<file path="src/rtl/mips_pkg.sv">
// mips_pkg: shared types and constants for the instruction-fetch queue.
package mips_pkg;

    localparam logic [31:0] MIPS_NOP = 32'h0;

    typedef enum logic [1:0] {IDLE, WAIT, DROP} ifq_state_t;

    typedef struct packed {
        logic [31:0] pc;
        logic [31:0] instr;
    } ifq_entry_t;

endpackage

</file>
<file path="src/rtl/ifq_fifo.sv">
// ifq_fifo: DEPTH-entry synchronous FIFO of fetched {pc, instr} entries with flush.
module ifq_fifo
    import mips_pkg::*;
#(
    parameter int DEPTH = 4,
    localparam int AW = $clog2(DEPTH),
    localparam int CW = AW + 1
) (
    input  logic          i_clk,
    input  logic          i_rst_n,
    input  logic          i_push,
    input  logic          i_pop,
    input  logic          i_flush,
    input  ifq_entry_t    i_din,
    output ifq_entry_t    o_dout,
    output logic [CW-1:0] o_count,
    output logic          o_full,
    output logic          o_empty
);

    ifq_entry_t    r_mem [DEPTH];
    logic [AW-1:0] r_wr_ptr;
    logic [AW-1:0] r_rd_ptr;
    logic [CW-1:0] r_count;

    // Pointer and occupancy tracking; flush empties the queue by snapping the read pointer to the write pointer.
    always_ff @(posedge i_clk or negedge i_rst_n) begin
        if (!i_rst_n) begin
            r_wr_ptr <= '0;
            r_rd_ptr <= '0;
            r_count  <= '0;
        end else if (i_flush) begin
            r_rd_ptr <= r_wr_ptr;
            r_count  <= '0;
        end else begin
            if (i_push) r_wr_ptr <= r_wr_ptr + 1'b1;
            if (i_pop)  r_rd_ptr <= r_rd_ptr + 1'b1;
            r_count <= r_count + CW'(i_push) - CW'(i_pop);
        end
    end

    // Entry storage; contents are only observed once counted, so no reset is needed.
    always_ff @(posedge i_clk) begin
        if (i_push && !i_flush) r_mem[r_wr_ptr] <= i_din;
    end

    assign o_dout  = r_mem[r_rd_ptr];
    assign o_count = r_count;
    assign o_full  = (r_count == CW'(DEPTH));
    assign o_empty = (r_count == '0);

endmodule

</file>
<file path="src/rtl/ifetch_queue.sv">
// ifetch_queue: fetch PC owner, imem req/ack sequencer and decode-facing queue; IFQ_BYPASS_EN adds an ack-to-decode bypass.
module ifetch_queue
    import mips_pkg::*;
#(
    parameter int          DEPTH    = 4,
    parameter logic [31:0] RESET_PC = 32'h0
) (
    input  logic        CLK,
    input  logic        RST_N,
    output logic        imem_req,
    output logic [31:0] imem_addr,
    input  logic        imem_ack,
    input  logic [31:0] imem_rdata,
    input  logic        redirect_valid,
    input  logic [31:0] redirect_pc,
    output logic        dec_valid,
    input  logic        dec_ready,
    output logic [31:0] dec_instr,
    output logic [31:0] dec_pc,
    output logic [31:0] dec_pc_plus4
);

    localparam int CW = $clog2(DEPTH) + 1;

    ifq_state_t    r_state;
    ifq_state_t    w_state_nxt;
    logic [31:0]   r_fetch_pc;
    logic [31:0]   r_drop_pc;
    logic          w_fire;
    logic          w_byp;
    logic          w_push;
    logic          w_pop;
    logic          w_full;
    logic          w_empty;
    logic [CW-1:0] w_count;
    logic [CW-1:0] w_count_nxt;
    ifq_entry_t    w_head;
    ifq_entry_t    w_out;

    assign w_fire = (r_state == WAIT) && imem_ack && !redirect_valid;

`ifdef IFQ_BYPASS_EN
    assign w_byp = w_fire && w_empty;
    assign w_out = w_byp ? {r_fetch_pc, imem_rdata} : w_head;
`else
    assign w_byp = 1'b0;
    assign w_out = w_head;
`endif

    // A bypassed word accepted by decode in the ack cycle never enters the queue.
    assign w_push      = w_fire && !(w_byp && dec_ready);
    assign w_pop       = !w_empty && dec_ready && !redirect_valid;
    assign w_count_nxt = w_count + CW'(w_push) - CW'(w_pop);

    assign imem_req     = (r_state != IDLE);
    assign imem_addr    = (r_state == DROP) ? r_drop_pc : r_fetch_pc;
    assign dec_valid    = !w_empty || w_byp;
    assign dec_instr    = dec_valid ? w_out.instr : MIPS_NOP;
    assign dec_pc       = dec_valid ? w_out.pc : 32'h0;
    assign dec_pc_plus4 = dec_pc + 32'd4;

    ifq_fifo #(.DEPTH(DEPTH)) u_fifo (
        .i_clk   (CLK),
        .i_rst_n (RST_N),
        .i_push  (w_push),
        .i_pop   (w_pop),
        .i_flush (redirect_valid),
        .i_din   ({r_fetch_pc, imem_rdata}),
        .o_dout  (w_head),
        .o_count (w_count),
        .o_full  (w_full),
        .o_empty (w_empty)
    );

    // Fetch state register.
    always_ff @(posedge CLK or negedge RST_N) begin
        if (!RST_N) r_state <= IDLE;
        else        r_state <= w_state_nxt;
    end

    // Next fetch state: redirects win; an interrupted read is drained in DROP before refetching.
    always_comb begin
        w_state_nxt = r_state;
        case (r_state)
            IDLE:    if (!redirect_valid && !w_full) w_state_nxt = WAIT;
            WAIT:    if (redirect_valid) w_state_nxt = imem_ack ? IDLE : DROP;
                     else if (imem_ack) w_state_nxt = (w_count_nxt < CW'(DEPTH)) ? WAIT : IDLE;
            DROP:    if (imem_ack) w_state_nxt = IDLE;
            default: w_state_nxt = IDLE;
        endcase
    end

    // Fetch PC advances per accepted word; drop PC keeps the abandoned address stable on the bus.
    always_ff @(posedge CLK or negedge RST_N) begin
        if (!RST_N) begin
            r_fetch_pc <= RESET_PC;
            r_drop_pc  <= RESET_PC;
        end else begin
            if (redirect_valid) r_fetch_pc <= redirect_pc;
            else if (w_fire)    r_fetch_pc <= r_fetch_pc + 32'd4;
            if (r_state == WAIT && redirect_valid && !imem_ack) r_drop_pc <= r_fetch_pc;
        end
    end

endmodule

</file>
<file path="config.mk">
export PLATFORM = sky130hd
export DESIGN_NAME = ifetch_queue
export DESIGN_NICKNAME = d
export VERILOG_FILES = /design/src/rtl/mips_pkg.sv /design/src/rtl/ifq_fifo.sv /design/src/rtl/ifetch_queue.sv
export SDC_FILE = /design/constraint.sdc
export NUM_CORES = 1
export LEC_CHECK = 0
export ABC_AREA = 0
export CAP_MARGIN = 20
export CELL_PAD_IN_SITES_DETAIL_PLACEMENT = 0
export CELL_PAD_IN_SITES_GLOBAL_PLACEMENT = 1
export CORE_MARGIN = 5
export CORE_UTILIZATION = 45
export CTS_CLUSTER_SIZE = 16
export DETAILED_ROUTE_END_ITERATION = 6
export PLACE_DENSITY = 0.88
export SYNTH_ARGS = -nofsm -noshare
export SYNTH_HDL_FRONTEND = slang
export SYNTH_SLANG_ARGS = --single-unit
</file>
<file path="constraint.sdc">
create_clock -name CLK -period 4.25 [get_ports CLK]
set_input_delay 0.85 -clock CLK [delete_from_list [all_inputs] [get_ports CLK]]
set_output_delay 0.85 -clock CLK [all_outputs]
set_load 0.005 [all_outputs]
</file>
* Word level (Yosys, flattened, before mapping) *
Memory sizes are Yosys's and may differ from the RTL's.
Index checks and enable logic that the tools add are counted.

storage, ports and cells
  output and inout port bits = 130
  bits of input ports = 69
  word-level logic and storage cells = 57
  bits in registers = 73
  memories = 1
  memory bits (writable) = 256

memories
  memory        words  width  read ports  clocked after Yosys merged registers in  wr ports  line            RTL
  u_fifo.r_mem  4      64     1           0                                        1         ifq_fifo.sv:21  ifq_entry_t r_mem [DEPTH];

cells by class
  equal/unequal tests = 6
  bitwise gates (word level) = 1
  magnitude comparators = 1
  $add $sub $neg = 6
  mux-type cells = 17
  reductions and logical operators = 19

operator list
  kind                                                              count
  32-bit 2-to-1 mux                                                 5
  32-bit by 3-bit adder with 32-bit output (second input constant)  2
  2-bit 2-to-1 mux                                                  7
  1-bit logical AND                                                 8
  2-bit one-hot mux with 3 select lines                             1
  2-bit nonzero test                                                3
  2-bit by 1-bit adder with 2-bit output (second input constant)    2
  1-bit zero test                                                   4
  2-bit inequality test (second input constant)                     2
  3-bit by 1-bit adder with 3-bit output                            1
  3-bit == test (second input constant)                             1
  3-bit zero test                                                   1
  3-bit < comparator (second input constant)                        1
  1-bit 2-to-1 mux                                                  3
  3-bit 2-to-1 mux                                                  1
  3-bit inequality test (second input constant)                     1
  3-bit AND reduction                                               1
  3-bit by 1-bit subtractor with 3-bit output                       1
  2-bit by 1-bit == test with 1-bit output (second input constant)  1
  2-bit == test (second input constant)                             1
  2-bit zero test                                                   1
  2-bit AND reduction                                               1
  1-bit NOT                                                         1

* Logic depth before layout (Yosys ltp) *
Gate-level depths: netlist of the first run.

  depth in word-level cells = 10
  mapped depth = 15
  gate-level depth less buffers = 13

* Cells and area by module *
From an unflattened synthesis of the first run, not the netlist that was laid out.

second synthesis, totals
  cells, all modules = 884
  area total of the unflattened synthesis = 14,407.6 um^2

modules (own cells, without submodules)
  module        cells an instance  sequential area each (um^2)  area each (um^2)  times used
  ifq_fifo      375                7,862.5                      9,713.1           1
  ifetch_queue  509                1,651.6                      4,694.5           1

* Worst setup path after synthesis of the first run *
OpenSTA, ideal clock, no wires.

  path kind = flip-flop to output port
  start point = register u_fifo.r_count[1] (netlist: u_fifo.o_count[1])
  end point = output port dec_pc_plus4[26]
  cell stages (with the launch flop) = 11
  path slack = 0.916 ns
  data arrival time = 2.484 ns
  required time = 3.400 ns
  buffers on the path = 2
  cell sequence = dfrtp_1 -> nor3_1 -> inv_1 -> buf_2 -> clkbuf_1 -> and2_1 -> ha_1 -> or4b_4 -> nor4_4 -> nand3_1 -> xnor2_1

on the way
  longest elaborated chain between the ends = 3

ends and longest elaborated chain
  item                                      line                RTL
  from (decl)                               ifq_fifo.sv:24      logic [CW-1:0] r_count;
  from (signal assigned)                    ifq_fifo.sv:38      r_count <= r_count + CW'(i_push) - CW'(i_pop);
  3-bit zero test                           ifq_fifo.sv:50      assign o_empty = (r_count == '0);
  32-bit 2-to-1 mux                         ifetch_queue.sv:59  assign dec_pc = dec_valid ? w_out.pc : 32'h0;
  via dec_pc[3]                             ifetch_queue.sv:19  output logic [31:0] dec_pc,
  32-bit by 3-bit adder with 32-bit output  ifetch_queue.sv:60  assign dec_pc_plus4 = dec_pc + 32'd4;
  to (decl)                                 ifetch_queue.sv:20  output logic [31:0] dec_pc_plus4

The timed path passes the listed nets, and every way through them passes these cells.

* Worst setup path in the final report of the first run *
  start point = register u_fifo.r_rd_ptr[0]
  end point = output port dec_pc_plus4[26]

on the way
  longest elaborated chain between the ends = 3

ends and longest elaborated chain
  item                                      line                RTL
  from (decl)                               ifq_fifo.sv:23      logic [AW-1:0] r_rd_ptr;
  from (signal assigned)                    ifq_fifo.sv:33      r_rd_ptr <= r_wr_ptr;
  from (signal assigned)                    ifq_fifo.sv:37      if (i_pop) r_rd_ptr <= r_rd_ptr + 1'b1;
  memory read 4 x 64 bit                    n/a
  32-bit 2-to-1 mux                         ifetch_queue.sv:59
  32-bit by 3-bit adder with 32-bit output  ifetch_queue.sv:60

No other way between the ends.

==> metrics, run 1 <==
status complete, no violations; syn_nets 957; clock buffer count from CTS 35; number of DRC markers in iteration 0 568; initial antenna violation count 0; Slew HR 0.5686; Max H-tree Level 2; Setup Viol. Count Final 0; final core utilization 0.5784; total global routing overflow 0; Main synth FF type edfxtp_1; Die H ~190 um; Diodes inserted 0; Arr. time, crit path approximately 3300 ps; via count ~8.4k; commonest non-fill, non-tap cell in the layout edfxtp_1; Ys Warns 0; RR Endpoint r_state[0]; ratio of cells with drive above 1 in the final layout 0.2277; most frequent cells in the layout 256 x edfxtp_1, 191 x clkdlybuf4s50_1, 74 x nand2_1; Synth area leaders edfxtp_1 54%, dfrtp_1 13%, mux4_2 10%; Final Hold Violating Endpoints 0; RSZ-0062 raised after global routing true; Max clock buf depth 3; DIE WIDTH roughly 190 um; post-synth cell types between 50 and 60; f_max ~0.24 GHz; mean area per synthesized cell about 16 um^2; DR WL/cell approximately 22 um; Mapped Area 14320 um^2; register area between 9000 and 10000 um^2; crit end category output pin; Initial Utilization 0.4549; IO Count 199; Clock Pin Slew Worst Setup and Hold Paths ~60 ps; vias in the first global route ~8.6k; synthesized flop and latch total 329; gpl congestion approximately 0.84; CP endpoint dec_pc_plus4[26]; Die ar. roughly 35000 um^2; largest net degree at the start of global routing 57; IO Port Bufs just under 200; max_cap viols 0; area grow syn2layout 27.15%; Required @ worst endpoint around 3400 ps; CTS tree built; GRT Total Usage 0.1844; measured slew at the worst slew-check pin roughly 650 ps; setup TNS 0 ps; Post-DRT Antenna Nets 0; kind of critical path flop to output pin; Post-Synthesis Cells around 900; Max FO, Critical Path 6; DR DRC count 0; fin crit share 0.9781; clk_lat worst skew 500 ps; final instance area 18210 um^2; R2R depth 14; DP Area around 17000 um^2; EDFF count, synth 256; clk_skew ~21 ps; hold buffer count at CTS 0; R2R Path Start u_fifo.o_count[1]; Placed Cells roughly 1.5k; total power 11.06 mW; area of the multi-input gates between 4000 and 5000 um^2; Seq/Total Area, Yosys 0.6645; Max VDD drop 0.0003346 V; Final nets around 1.2k; leakage power 6.452 nW; fillers 2424; Tmin final 4157 ps; Hold WC Path Type input pin to async pin; PwrDens 607.8 nW/um^2; CTS sink count approximately 330; Worst Setup SP u_fifo.r_rd_ptr[0]; Routed WL 33.18 mm; CP Launch Type flop; first-pass GRT wire length slightly above 50 mm; asr flop ratio synth 0.2219; Yosys top cell by area edfxtp_1; R2R setup slack 1070 ps; Row Count 65; Post-DP HPWL approximately 22 mm; Slew Viols, Final 0; first drt pass iteration count 5; Final Instance Count excl. Fillers between 1.5k and 2k; DR vias/cell around 5.4; Synth top area share 0.5369; clk root buf clkbuf_16; core footprint between 30000 and 40000 um^2
==> synthesized netlist by cell type, drive strengths merged, types with 3 or more instances <==
master and number:
dfrtp 73, nor3 7, nand4 14, xnor2 30
and3 10, and4 3, nand3b 3, buf 22
inv 18, and2 63, nor4b 6, mux4 68
nor2b 3, o21ai 35, ha 8, clkbuf 25
nand3 23, xor2 31, edfxtp 256, nor2 24
mux2 63, nand2 76
==> what timing repair did <==
action	in CTS	in global routing
setup buffers	14	5
endpoints found under the hold margin	0	0
setup endpoints to repair	13	12
pin swaps	10	5
resized for setup	18	14
==> flip-flops by register name, indices dropped and copies added, names as in the netlist <==
| name | cells |
|---|---|
| r_drop_pc | 32 |
| r_fetch_pc | 32 |
| r_state | 2 |
| u_fifo.o_count | 3 |
| u_fifo.r_mem | 256 |
| u_fifo.r_rd_ptr | 2 |
| u_fifo.r_wr_ptr | 2 |
==> power breakdown <==
part           internal [mW]  total [mW]  switching [mW]
Sequential              3.85        4.10           0.255
Clock                   1.88        3.08            1.20
Combinational           2.18        3.88            1.70
==> stage by stage <==
stage,hold WS [ps],setup WS (ps)
final,352.6,92.90
after global routing,394.3,-57.82
after CTS,381.1,-21.81
after detailed placement,493.6,310.8
after global placement,483.2,384.2
after floorplan,467.0,915.8
==> cell families (layout without fill, tap and decap cells) <==
logic type | count (synthesis) | count (layout) | share of synthesized area
AOI/OAI and AO/OA | 38 | 38 | 0.01372
xor gates and xnor gates | 61 | 61 | 0.03732
adders and majority gates | 9 | 9 | 0.008390
buffers and inverters | 65 | 319 | 0.02202
DFF | 329 | 329 | 0.6645
muxes | 132 | 132 | 0.1583
and+or+nand+nor | 245 | 245 | 0.09578
==> layout make-up <==
cell class                 instances  share of cell area
sequential                       329              0.5230
multi-input combinational        485              0.2515
timing repair buffer             239              0.1302
clock buffer                      40             0.04914
tap                              402             0.02763
clock inverter                    22             0.01478
inverter                          18            0.003711
==> worst max-delay path, stage by stage (launching register included) <==
cell and delay (ps):
dfrtp_4 530, buf_12 150, mux4_2 370, and2_4 170, ha_4 160, or4b_4 500, nor4_4 310, buf_4 170
nand3_1 80, xnor2_1 150, clkdlybuf4s15_1 220
==> routing by layer <==
layer | global-route usage | share of wire
met1 | 0.2789 | 0.45
met2 | 0.2793 | 0.45
met4 | 0.03868 | 0.017
met3 | 0.03946 | 0.078
met5 | 0 | 0
==> how the worst min path moves through the flow <==
stage | startpoint | end | slack [ps] | cells after the start
floorplan | r_state[1] | r_state[0] | 470 | 1
global placement | r_drop_pc[12] | r_drop_pc[12] | 480 | 1
detailed placement | r_drop_pc[7] | r_drop_pc[7] | 490 | 1
CTS | RST_N | r_drop_pc[17] | 380 | 1
global route | RST_N | r_drop_pc[17] | 390 | 1
finish | RST_N | r_drop_pc[17] | 350 | 1
Note: power is estimated with default switching activity, not from simulation.
==> run 2: changes to the inputs <==
--- a/config.mk
+++ b/config.mk
@@ -16,4 +16,5 @@
 export PLACE_DENSITY = 0.88
 export SYNTH_ARGS = -nofsm -noshare
 export SYNTH_HDL_FRONTEND = slang
+export SYNTH_HIERARCHICAL = 1
 export SYNTH_SLANG_ARGS = --single-unit
==> metrics, run 2 <==
RSZ-0062 raised after global routing true (unchanged); CP delay by family, top simple AND/OR/NAND/NOR gates (unchanged); Row Count 65 (unchanged); Yosys top cell by area edfxtp_1 (unchanged); Critical Path Stages 8 (was 10); DIE WIDTH 188.9 um (was 188.4 um); status complete, no violations (unchanged); R2R setup slack 1840 ps (was 1070 ps); Largest regs u_fifo/r_mem x256, r_drop_pc x32, r_fetch_pc x32 (was u_fifo.r_mem x256, r_drop_pc x32, r_fetch_pc x32); DR WL/cell 21.69 um (was 21.62 um); max_cap viols 0 (unchanged); fillers 2419 (was 2424); Post-Synthesis Cells 884 (was 879); Post-Synth Adder-Cell Area 0.01007 (was 0.008389); CP max stage delay 550 ps (was 530 ps); Max VDD drop 0.0003458 V (was 0.0003346 V); Final Instance Count excl. Fillers 1531 (was 1535); R2R Path Start u_fifo/o_count[1] (was u_fifo.o_count[1]); vias in the first global route 8818 (was 8565); Mapped Area 14410 um^2 (was 14320 um^2); Clock Pin Slew Worst Setup and Hold Paths 60 ps (about the same); asr flop ratio synth 0.2219 (unchanged); R2R depth 10 (was 14); first-pass GRT wire length 51.32 mm (was 51.25 mm); Main synth FF type edfxtp_1 (unchanged); PwrDens 581.8 nW/um^2 (was 607.8 nW/um^2); fin crit share 0.9958 (was 0.9781); setup TNS 0 ps (unchanged); Initial Utilization 0.4566 (was 0.4549); most frequent cells in the layout 256 x edfxtp_1, 194 x clkdlybuf4s50_1, 71 x dfrtp_1 (was 256 x edfxtp_1, 191 x clkdlybuf4s50_1, 74 x nand2_1); synthesized flop and latch total 329 (unchanged); via count 8696 (was 8363); register area 9519 um^2 (was 9522 um^2); RR Endpoint u_fifo/o_count[2] (was r_state[0]); CP endpoint dec_pc_plus4[21] (was dec_pc_plus4[26]); f_max 0.2363 GHz (was 0.2406 GHz); commonest non-fill, non-tap cell in the layout edfxtp_1 (unchanged); Hold WC Path Type input pin to async pin (unchanged); Tmin final 4232 ps (was 4157 ps); clk_lat worst skew 510 ps (was 500 ps); Die H 188.9 um (was 188.4 um); CTS tree built (unchanged); IO Port Bufs 198 (unchanged); CP cell instances buf_16, mux4_2, nand4b_1, buf_4, or2_2, or3_1, xnor2_1, clkdlybuf4s50_1 (was buf_12, mux4_2, and2_4, ha_4, or4b_4, nor4_4, buf_4, nand3_1, xnor2_1, clkdlybuf4s15_1); total global routing overflow 0 (unchanged); initial antenna violation count 0 (unchanged); Slew HR 0.3605 (was 0.5686); Post-Synth XOR/XNOR Area 0.02649 (was 0.03732); CP Launch Type flop (unchanged); Synth Area in Compound Gates 0.02631 (was 0.01372); Post-DRT Antenna Nets 0 (unchanged); area fraction in and, or, nand and nor cells after synthesis 0.1019 (was 0.09578); clk_skew 13.95 ps (was 21.49 ps); number of DRC markers in iteration 0 547 (was 568); Slew Viols, Final 0 (unchanged); Post-synth top cells 256 x edfxtp_1, 73 x dfrtp_1, 67 x nor2b_1, 64 x mux4_2, 63 x mux2_2 (was 256 x edfxtp_1, 75 x nand2_1, 73 x dfrtp_1, 64 x mux4_2, 63 x mux2_2); clk root buf clkbuf_16 (unchanged); CTS sink count 329 (unchanged); Routed WL 33.21 mm (was 33.18 mm); worst path bufs/invs 3 (unchanged); kind of critical path flop to output pin (unchanged); Ys Warns 6 (was 0); core footprint 31560 um^2 (was 31470 um^2); GRT Total Usage 0.1827 (was 0.1844); first drt pass iteration count 5 (unchanged); Max clock buf depth 3 (unchanged); Required @ worst endpoint 3400 ps (about the same); mux contribution to synthesized area 0.1500 (was 0.1583); clock buffer count from CTS 35 (unchanged); Arr. time, crit path 3380 ps (was 3310 ps); Diodes inserted 0 (unchanged); Synth area leaders edfxtp_1 53%, dfrtp_1 13%, mux4_2 10% (was edfxtp_1 54%, dfrtp_1 13%, mux4_2 10%); max reg flops 256 (unchanged); Max stage delay cell, worst path dfrtp_4 (unchanged); DR vias/cell 5.680 (was 5.448); DR DRC count 0 (unchanged); count leader, synth edfxtp_1 (unchanged); main combinational cell family by area after synthesis multiplexers (unchanged); area of the multi-input gates 4678 um^2 (was 4578 um^2); Max FO, Critical Path 8 (was 6); largest register by flop count u_fifo/r_mem (was u_fifo.r_mem); EDFF count, synth 256 (unchanged); area grow syn2layout 26.87% (was 27.15%); gpl congestion 0.7862 (was 0.8378); Placed Cells 1459 (was 1454); ratio of cells with drive above 1 in the final layout 0.2170 (was 0.2277); crit end category output pin (unchanged); leakage power 6.261 nW (was 6.452 nW); Max H-tree Level 2 (unchanged); largest net degree at the start of global routing 74 (was 57); post-synth cell types 52 (was 55); Final nets 1187 (was 1186); mean area per synthesized cell 16.30 um^2 (was 16.29 um^2); IO Count 199 (unchanged); Seq/Total Area, Yosys 0.6604 (was 0.6645); measured slew at the worst slew-check pin 959.3 ps (was 647.1 ps); Setup Viol. Count Final 0 (unchanged); Worst Setup SP u_fifo/r_rd_ptr[0] (was u_fifo.r_rd_ptr[0]); Post-DP HPWL 21.59 mm (was 22.12 mm); Final Hold Violating Endpoints 0 (unchanged); total power 10.64 mW (was 11.06 mW); syn_nets 964 (was 957); Die ar. 35690 um^2 (was 35480 um^2); Synth top area share 0.5336 (was 0.5369)
run 2: cell count changes after synthesis, sizes merged, moves of 8 or more:
cell | before | now
a31oi | 1 | 18
and2 | 63 | 7
nand2 | 76 | 33
nor2b | 3 | 67
nor4 | 2 | 12
o21ai | 35 | 20
o31ai | 1 | 12
or3 | 1 | 9
or4 | 1 | 16
xnor2 | 30 | 19
xor2 | 31 | 22
run 2: layout make-up:
type                            count  share of cell area
Timing Repair Buffer              235              0.1323
Clock buffer                       46             0.05305
Multi-Input combinational cell    487              0.2559
Inverter                           19            0.003902
Sequential cell                   329              0.5208
Tap cell                          402             0.02752
Clock inverter                     13            0.006503
run 2: power breakdown:
part | total, mW | switching [mW] | internal [mW]
combinational | 3.72 | 1.58 | 2.15
clock | 2.89 | 1.16 | 1.72
sequential | 4.03 | 0.244 | 3.78
run 2: what timing repair did:
action / CTS / global route
pin swaps: 3 / 4
setup endpoints to repair: 13 / 18
cloned: 2 / 0
hold buffers: 0 / 0
setup buffers: 7 / 4
gates resized for setup: 13 / 18
run 2: worst min path at each step:
stage                              from                   to
after detailed placement  r_drop_pc[28]        r_drop_pc[28]
after global placement    r_drop_pc[31]        r_drop_pc[31]
after CTS                 r_drop_pc[14]        r_drop_pc[14]
after floorplan           r_fetch_pc[4]  u_fifo/r_mem[0][36]
final                             RST_N        r_drop_pc[17]
after global routing      r_drop_pc[28]        r_drop_pc[28]
run 2: logic make-up after synthesis:
family	Yosys count
flops	329
simple gates	247
mux	128
buf+inv	68
compound gates	59
xor+xnor	42
fa+ha+maj	11
run 2: layer usage:
metal	track usage	share of wire	wire length (um)	up-vias
li1	-	-	-	3891
met3	0.04204	0.078	2591	46
met4	0.03980	0.018	600	0
met5	0	0	0	-
met2	0.2921	0.47	15710	368
met1	0.2599	0.43	14310	4391
run 2: stage by stage:
stage          hold WS [ps]    util  cell area, um^2  setup WS, ps
2_1_floorplan         471.0       -            14410         339.0
6_report              479.3  0.5793            18280         17.67
4_1_cts               506.0  0.5758            18170        -27.23
3_5_place_dp          490.8  0.5354            16900         209.1
3_3_place_gp          483.1  0.5354            16900         266.1
5_1_grt               517.1  0.5793            18280        -106.4
==> run 3: changes to the inputs <==
--- a/config.mk
+++ b/config.mk
@@ -9,7 +9,7 @@
 export CAP_MARGIN = 20
 export CELL_PAD_IN_SITES_DETAIL_PLACEMENT = 0
 export CELL_PAD_IN_SITES_GLOBAL_PLACEMENT = 1
-export CORE_MARGIN = 5
+export CORE_ASPECT_RATIO = 1.1
 export CORE_UTILIZATION = 45
 export CTS_CLUSTER_SIZE = 16
 export DETAILED_ROUTE_END_ITERATION = 6
==> metrics, run 3 (synthesized netlist as in run 2, its figures left out) <==
status finished, violations left (was complete, no violations); failing checks setup timing; RSZ-0062 raised after global routing true (unchanged); sw power 3.059 mW (was 2.982 mW); DR vias/cell 5.589 (was 5.680); max_cap viols 0 (unchanged); fin crit share 1.019 (was 0.9958); clk_lat worst skew 520 ps (was 510 ps); Flop pwr share 0.379 (about the same); area grow syn2layout 28.08% (was 26.87%); max reg flops 256 (unchanged); Final Hold Violating Endpoints 0 (unchanged); core footprint 31480 um^2 (was 31560 um^2); gpl congestion 0.7978 (was 0.7862); DR WL/cell 21.53 um (was 21.69 um); CTS tree built (unchanged); Diodes inserted 0 (unchanged); R2R Path Start u_fifo/o_count[1] (unchanged); clk_skew 19.67 ps (was 13.95 ps); vias in the first global route 8780 (was 8818); Slew Viols, Final 0 (unchanged); IO Port Bufs 198 (unchanged); kind of critical path flop to output pin (unchanged); PwrDens 577.7 nW/um^2 (was 581.8 nW/um^2); Required @ worst endpoint 3400 ps (about the same); first-pass GRT wire length 50.94 mm (was 51.32 mm); RR Endpoint u_fifo/o_count[2] (unchanged); Slew HR 0.3500 (was 0.3605); first drt pass iteration count 5 (unchanged); Max H-tree Level 2 (unchanged); Post-DRT Antenna Nets 0 (unchanged); ratio of cells with drive above 1 in the final layout 0.2312 (was 0.2170); Hold WC Path Type input pin to async pin (unchanged); Clock Pin Slew Worst Setup and Hold Paths 60 ps (about the same); number of DRC markers in iteration 0 846 (was 547); worst hold margin 450.5 ps (was 479.3 ps); Initial Utilization 0.4577 (was 0.4566); crit end category output pin (unchanged); IO Count 199 (unchanged); Max FO, Critical Path 19 (was 8); leakage power 6.439 nW (was 6.261 nW); initial antenna violation count 0 (unchanged); Tmin final 4330 ps (was 4232 ps); Setup Viol. Count Final 1 (was 0); DR DRC count 0 (unchanged); measured slew at the worst slew-check pin 975.1 ps (was 959.3 ps); clk root buf clkbuf_16 (unchanged); DIE WIDTH 172.6 um (was 188.9 um); Post-DP HPWL 21.98 mm (was 21.59 mm); DR WL met2 16.29 mm (was 15.71 mm); f_max 0.2309 GHz (was 0.2363 GHz); CP Launch Type flop (unchanged); Row Count 68 (was 65); Gate power share 0.347 (was 0.350); total global routing overflow 0 (unchanged); Final nets 1199 (was 1187); Routed WL 33.72 mm (was 33.21 mm); Die H 189.7 um (was 188.9 um); R2R depth 11 (was 10); largest register by flop count u_fifo/r_mem (unchanged); via count 8753 (was 8696); R2R setup slack 1590 ps (was 1840 ps); most frequent cells in the layout 256 x edfxtp_1, 190 x clkdlybuf4s50_1, 71 x dfrtp_1 (was 256 x edfxtp_1, 194 x clkdlybuf4s50_1, 71 x dfrtp_1); largest net degree at the start of global routing 74 (unchanged); Die ar. 32740 um^2 (was 35690 um^2); Final Instance Count excl. Fillers 1566 (was 1531); Largest regs u_fifo/r_mem x256, r_drop_pc x32, r_fetch_pc x32 (unchanged); commonest non-fill, non-tap cell in the layout edfxtp_1 (unchanged); Worst Setup Slack, final -80.40 ps (was 17.67 ps); sw frac 0.2869 (was 0.2804); Met3 Wirelength 2.313 mm (was 2.591 mm); internal power 7.602 mW (was 7.654 mW); clock buffer count from CTS 35 (unchanged); Placed Cells 1482 (was 1459); CTS sink count 329 (unchanged); Max clock buf depth 3 (unchanged); Arr. time, crit path 3480 ps (was 3380 ps); Max VDD drop 0.0002449 V (was 0.0003458 V); clock share of power 0.273 (was 0.271); max layer used met4 (unchanged); Metal-1 WL 14.45 mm (was 14.31 mm); GRT Total Usage 0.2042 (was 0.1827); final instance area 18450 um^2 (was 18280 um^2); DP Area 16960 um^2 (was 16900 um^2)
==> run 3: cell types whose count changed in the layout (fill, tap and decap cells not counted), sizes merged, moves of 2 or more <==
cell and delta:
buf +14, clkinv +10, clkdlybuf4s50 -4, clkbuf -3
dlymetal6s2s +3, bufbuf -2, clkinvlp -2
==> run 3: how the worst max path moves through the flow <==
stage,end,from,cells past startpoint
floorplan,u_fifo/r_mem[2][0],redirect_valid,6
global placement,dec_pc_plus4[31],u_fifo/r_rd_ptr[0],6
detailed placement,dec_pc_plus4[31],u_fifo/r_rd_ptr[0],6
CTS,dec_pc_plus4[31],u_fifo/r_rd_ptr[0],7
global route,dec_pc_plus4[22],u_fifo/r_rd_ptr[0],9
finish,dec_pc_plus4[23],u_fifo/r_rd_ptr[1],7
==> run 3: through the flow <==
stage                       util  setup TNS, ps  setup WS [ps]  power [mW]
after floorplan                -              0          339.0       5.995
after global placement    0.5388              0          319.0       7.631
after detailed placement  0.5388              0          202.4       7.689
after CTS                 0.5813         -66.80         -24.68       10.71
after global routing      0.5862         -746.2         -160.6       11.13
final                     0.5862         -80.40         -80.40       10.66
==> run 3: layout make-up <==
type	instances	area (um^2)
Fill cell	2372	13030
Sequential cell	329	9522
Multi-Input combinational cell	487	4757
Timing Repair Buffer	247	2472
Clock buffer	43	947.2
Tap cell	420	525.5
Clock inverter	21	157.7
Inverter	19	71.32
==> run 3: layer usage <==
metal / vias up / track usage
met1: 4407 / 0.2828
met5: - / 0
met2: 395 / 0.3310
met3: 46 / 0.03477
met4: 0 / 0.06387
li1: 3905 / -
==> run 3: critical path, cell delays in order, from the launching register on <==
cell             delay [ps]
dfrtp_4                 590
buf_12                  200
mux4_2                  290
nand4b_1                290
or2_4                   390
nor4_1                  370
xor2_1                  280
clkdlybuf4s50_1         560
==> run 3: repair_timing <==
action                                  in CTS  in global routing
setup buffers                               10                 10
endpoints found under the setup margin      18                 19
pin swaps                                    6                  9
gates resized for setup                     28                 18
hold buffers                                 0                  0
==> run 3: power by group through the flow <==
stage | clock [mW] | sequential (mW) | combinational (mW)
final | 2.91 | 4.04 | 3.70
after global routing | 3.09 | 4.08 | 3.96
after CTS | 2.97 | 4.04 | 3.70
after detailed placement | 0 | 4.14 | 3.55
after global placement | 0 | 4.11 | 3.52
after floorplan | 0 | 3.98 | 2.02
